[config.mk]
export PLATFORM = sky130hd
export DESIGN_NAME = dmx8_4bits_reg
export DESIGN_NICKNAME = d
export VERILOG_FILES = /design/src/rtl/dmx8_4bits_reg.sv
export SDC_FILE = /design/constraint.sdc
export NUM_CORES = 1
export LEC_CHECK = 0
export CAP_MARGIN = 5
export CORE_MARGIN = 3
export CORE_UTILIZATION = 46
export DETAILED_ROUTE_END_ITERATION = 8
export GPL_TIMING_DRIVEN = 0
export PLACE_DENSITY = 0.8
export SYNTH_ARGS = -nofsm -noshare
export SYNTH_HDL_FRONTEND = slang
export SYNTH_SLANG_ARGS = --single-unit
[constraint.sdc]
create_clock -name clk -period 2.89 [get_ports clk]
set_input_delay 0.289 -clock clk [delete_from_list [all_inputs] [get_ports clk]]
set_output_delay 0.289 -clock clk [all_outputs]
set_load 0.005 [all_outputs]
[src/rtl/dmx8_4bits_reg.sv]
// ============================================================================
// Module   : dmx8_4bits_reg
// Purpose  : Registered 1:8 demux for 4-bit words with per-channel valid
//            flags, read-acknowledge, round-robin pointer and sticky overflow.
//            Optional macro DMX8_OVERWRITE_EN: writes to unread channels
//            replace the data (still flagging ovf) instead of being dropped.
// Revision : 1.0 - initial release
// ============================================================================
`default_nettype none

module dmx8_4bits_reg #(
  parameter logic [3:0] RST_VAL = 4'b0000
) (
  input  logic       clk,
  input  logic       reset_n,
  input  logic [3:0] d,
  input  logic       wr,
  input  logic       s2,
  input  logic       s1,
  input  logic       s0,
  input  logic       auto,
  input  logic [7:0] rd,
  input  logic       clr_ovf,
  output logic [3:0] y0,
  output logic [3:0] y1,
  output logic [3:0] y2,
  output logic [3:0] y3,
  output logic [3:0] y4,
  output logic [3:0] y5,
  output logic [3:0] y6,
  output logic [3:0] y7,
  output logic [7:0] vld,
  output logic [2:0] ptr,
  output logic       ovf
);

  logic [7:0][3:0] y_q, y_d;
  logic [7:0]      vld_q, vld_d;
  logic [2:0]      ptr_q, ptr_d;
  logic            ovf_q, ovf_d;

  logic [2:0] w_ch;
  logic       w_busy;
  logic       w_collide;
  logic       w_accept;

  assign w_ch      = auto ? ptr_q : {s2, s1, s0};
  // A channel is busy when it still holds unread data not being read this cycle.
  assign w_busy    = vld_q[w_ch] & ~rd[w_ch];
  assign w_collide = wr & w_busy;

`ifdef DMX8_OVERWRITE_EN
  assign w_accept  = wr;
`else
  assign w_accept  = wr & ~w_busy;
`endif

  always_comb begin
    y_d   = y_q;
    vld_d = vld_q & ~rd;
    ptr_d = ptr_q;
    ovf_d = ovf_q;
    if (clr_ovf) begin
      ovf_d = 1'b0;
    end
    // Setting overflow takes priority over a clear on the same edge.
    if (w_collide) begin
      ovf_d = 1'b1;
    end
    if (w_accept) begin
      y_d[w_ch]   = d;
      vld_d[w_ch] = 1'b1;
      if (auto) begin
        ptr_d = ptr_q + 3'd1;
      end
    end
  end

  always_ff @(posedge clk or negedge reset_n) begin
    if (!reset_n) begin
      y_q   <= {8{RST_VAL}};
      vld_q <= 8'h00;
      ptr_q <= 3'd0;
      ovf_q <= 1'b0;
    end else begin
      y_q   <= y_d;
      vld_q <= vld_d;
      ptr_q <= ptr_d;
      ovf_q <= ovf_d;
    end
  end

  assign y0  = y_q[0];
  assign y1  = y_q[1];
  assign y2  = y_q[2];
  assign y3  = y_q[3];
  assign y4  = y_q[4];
  assign y5  = y_q[5];
  assign y6  = y_q[6];
  assign y7  = y_q[7];
  assign vld = vld_q;
  assign ptr = ptr_q;
  assign ovf = ovf_q;

endmodule

`default_nettype wire

==> results of run 1 <==
-- state kept, by name, summed over array words and instances, names as in the netlist --
register	cells
y5	4
y2	4
ovf	1
y4	4
y0	4
y7	4
y1	4
vld	8
ptr	3
y6	4
y3	4
-- per-layer routing --
layer | global-route usage (%) | part of all wire [%] | wire length [µm]
met1 | 26.47 | 43 | 2082
met2 | 31.33 | 47 | 2252
met3 | 6.311 | 8.6 | 412
met4 | 6.263 | 1.4 | 65
met5 | 0 | 0 | 0
-- worst max-delay path, cell delays in order (launching register included) --
cell and delay (ns):
dfrtp_1 0.47, mux2i_4 0.41, mux2i_1 0.31, o22a_1 0.18, a211oi_2 0.11, nor3b_1 0.70
mux2_2 0.42
-- cells by family (layout without fill, tap and decap cells) --
family | count (synthesis) | in the layout | synth area share, %
AOI/OAI and AO/OA | 20 | 20 | 7.828
and+or+nand+nor | 21 | 21 | 5.809
xor gates and xnor gates | 2 | 2 | 0.8840
adders and majority gates | 1 | 1 | 0.6312
muxes | 42 | 42 | 26.39
buffers and inverters | 13 | 85 | 2.904
DFF | 44 | 44 | 55.56
-- per-stage QoR --
step	utilization [%]	instance area (µm²)
floorplan	-	1982
global placement	65.22	2665
detailed placement	65.58	2680
CTS	68.55	2801
global route	68.55	2801
finish	68.55	2801
-- cell usage in the layout, fill, tap and decap left out, drive strengths merged, types with 2 or more instances in the layout --
cell,n
o22a,4
mux2,33
o32a,2
a21o,4
clkbuf,5
inv,11
buf,4
nor3b,5
nor2,5
clkdlybuf4s50,61
nand2,7
dfrtp,44
nand2b,2
o22ai,7
mux2i,9
-- final cells by class --
| type | count | area, µm² |
|---|---|---|
| Fill cell | 305 | 1285 |
| Sequential cell | 44 | 1101 |
| Multi-Input combinational cell | 86 | 823.3 |
| Timing Repair Buffer | 64 | 645.6 |
| Clock buffer | 5 | 68.82 |
| Tap cell | 50 | 62.56 |
| Clock inverter | 3 | 42.54 |
| Inverter | 11 | 41.29 |
| Buffer | 2 | 16.27 |
-- worst max path at each step --
stage,startpoint,to,slack [ns],depth (start not counted)
after floorplan,auto,y4[0]$_DFFE_PN0P_,0.56,7
after global routing,ptr[0]$_DFFE_PN0P_,y5[0]$_DFFE_PN0P_,0.004,6
final,ptr[0]$_DFFE_PN0P_,y7[2]$_DFFE_PN0P_,0.17,6
after detailed placement,s0,y7[3]$_DFFE_PN0P_,-0.09,7
after CTS,ptr[0]$_DFFE_PN0P_,y5[0]$_DFFE_PN0P_,0.19,6
after global placement,s0,y4[0]$_DFFE_PN0P_,-0.01,7
-- cells in the mapped netlist (2+ instances only) --
cell type	count	area, µm²
nand2b_1	2	12.51
dfrtp_1	44	1101
o22a_1	4	35.03
inv_1	11	41.29
mux2i_1	8	80.08
o22ai_1	7	43.79
nor3b_1	5	37.54
nand2_1	7	26.28
a21o_1	4	30.03
mux2_4	13	195.2
nor2_2	3	18.77
nor2_1	2	7.510
o32a_1	2	20.02
mux2_2	20	225.2
-- power groups by stage --
stage | logic, W | registers (W) | clock network, W
CTS | 0.00124 | 0.00109 | 0.000481
detailed placement | 0.00123 | 0.00109 | 0
global placement | 0.00120 | 0.00106 | 0
floorplan | 0.000502 | 0.00108 | 0
global route | 0.00132 | 0.00112 | 0.000504
finish | 0.00123 | 0.00109 | 0.000465
-- repair_timing --
item,CTS,global route
gates resized for setup,0,0
hold endpoints to repair,13,0
hold buffers,1,0
==> results.md, run 1 <==
* Final worst path period share at 94.07%
* Prevailing post-synth register cell: dfrtp_1
* # port buffers at 62
* Clock sinks at 44
* Power Total at 0.002782 W
* Synthesis Warnings at 0
* Combinational share of power at 44.2%
* Number of diodes at 0
* Core area at 0.004086 mm²
* Setup-failing EPs final at 0
* Max VDD drop at 577.9 µV
* Status: complete, no violations
* Asr flop ratio synth at 100.0%
* EDFF count, synth at 0
* Num CTS Buffers at 5
* Site Rows at 23
* Worst setup margin at 0.1715 ns
* Clock transition at path regs at 0.08 ns
* Initial antenna violation count at 0
* Largest net degree at the start of global routing at 32
* Post-synth cell types at 25
* Post-DR wirelength/cell at 18.16 µm
* Crit Path Category: reg -> reg
* Dpl cells at 256
* Final hold viol count at 0
* Crit path required time at 3.08 ns
* Slew HR at 44.00%
* Vias in the first global route at 1525
* Mapped Cells at 143
* Residual DRC at 0
* Dpl hpwl at 3592 µm
* R2R cell count at 6
* P_sw at 0.0008012 W
* Die width at 71.64 µm
* RSZ-0062 raised after global routing: false
* Drt first pass iters at 5
* Post-Synthesis Cell Area at 0.001982 mm²
* Final Slew Violations at 0
* Postcts setup bufs at 0
* Seq pwr share at 39.1%
* R2R setup slack at 0.17 ns
* Lkg Pwr at 1.228 nW
* Worst skew pair latency at 0.30 ns
* Fraction of layout cells with a size suffix above 1 at 23.26%
* Post-synthesis average cell area at 13.86 µm²
* Gpl congestion at 0.8777
* Max-cap violations at 0
* Starting DRC count in detailed routing at 81
* Vias at 1426
* Area growth syn-to-layout at 41.35%
* Final WL at 4813 µm
* Reg2reg end: y7[2]$_DFFE_PN0P_
* Worst slew pin tran at 0.8381 ns
* Hold Slack at 0.4192 ns
* Total track usage at 19.95%
* Io pins at 64
* Die Ht at 71.64 µm
* H-Tree Depth at 2
* CP Data Arrival Time at 2.90 ns
* TNS Setup at 0 ns
* First-pass GRT wire length at 7797 µm
* CP Max Fanout at 10
* Seq/Total Area, Yosys at 55.56%
* CP endpoint kind: register
* Layout net count at 235
* Worst Hold Class: in -> async
* Root buffer cell: clkbuf_8
* DIE AREA at 0.005132 mm²
* Crit start category: register
* Syn nets at 164
* Int Power at 0.001981 W
* Maximum clock rate at 367.8 MHz
* Pwr Density at 993.0 mW/mm²
* Synth Register Bits at 44
* Clock share of power at 16.7%
* Final Non-Filler Cells at 265
* Worst reg2reg path startpoint: ptr[0]$_DFFE_PN0P_
* Detail Route Antenna Nets at 0
* Worst Skew at 0.004636 ns
* Initial core utilization at 48.50%
* Vias/cell at 5.381
* CTS tree: yes
* CTS Buffer Depth at 2
* Placement Setup Slack at -0.09051 ns
* Minimum clock period at 2.719 ns
* Remaining global-route overflow at 0
* Sw Ratio at 28.80%
(Power assumes the default switching activity.)
==> run 2: changes to the inputs <==
- HOLD_SLACK_MARGIN: unset -> 0.1
==> results of run 2 <==
The final DEF is identical to that of run 1; final timing and power are the same.
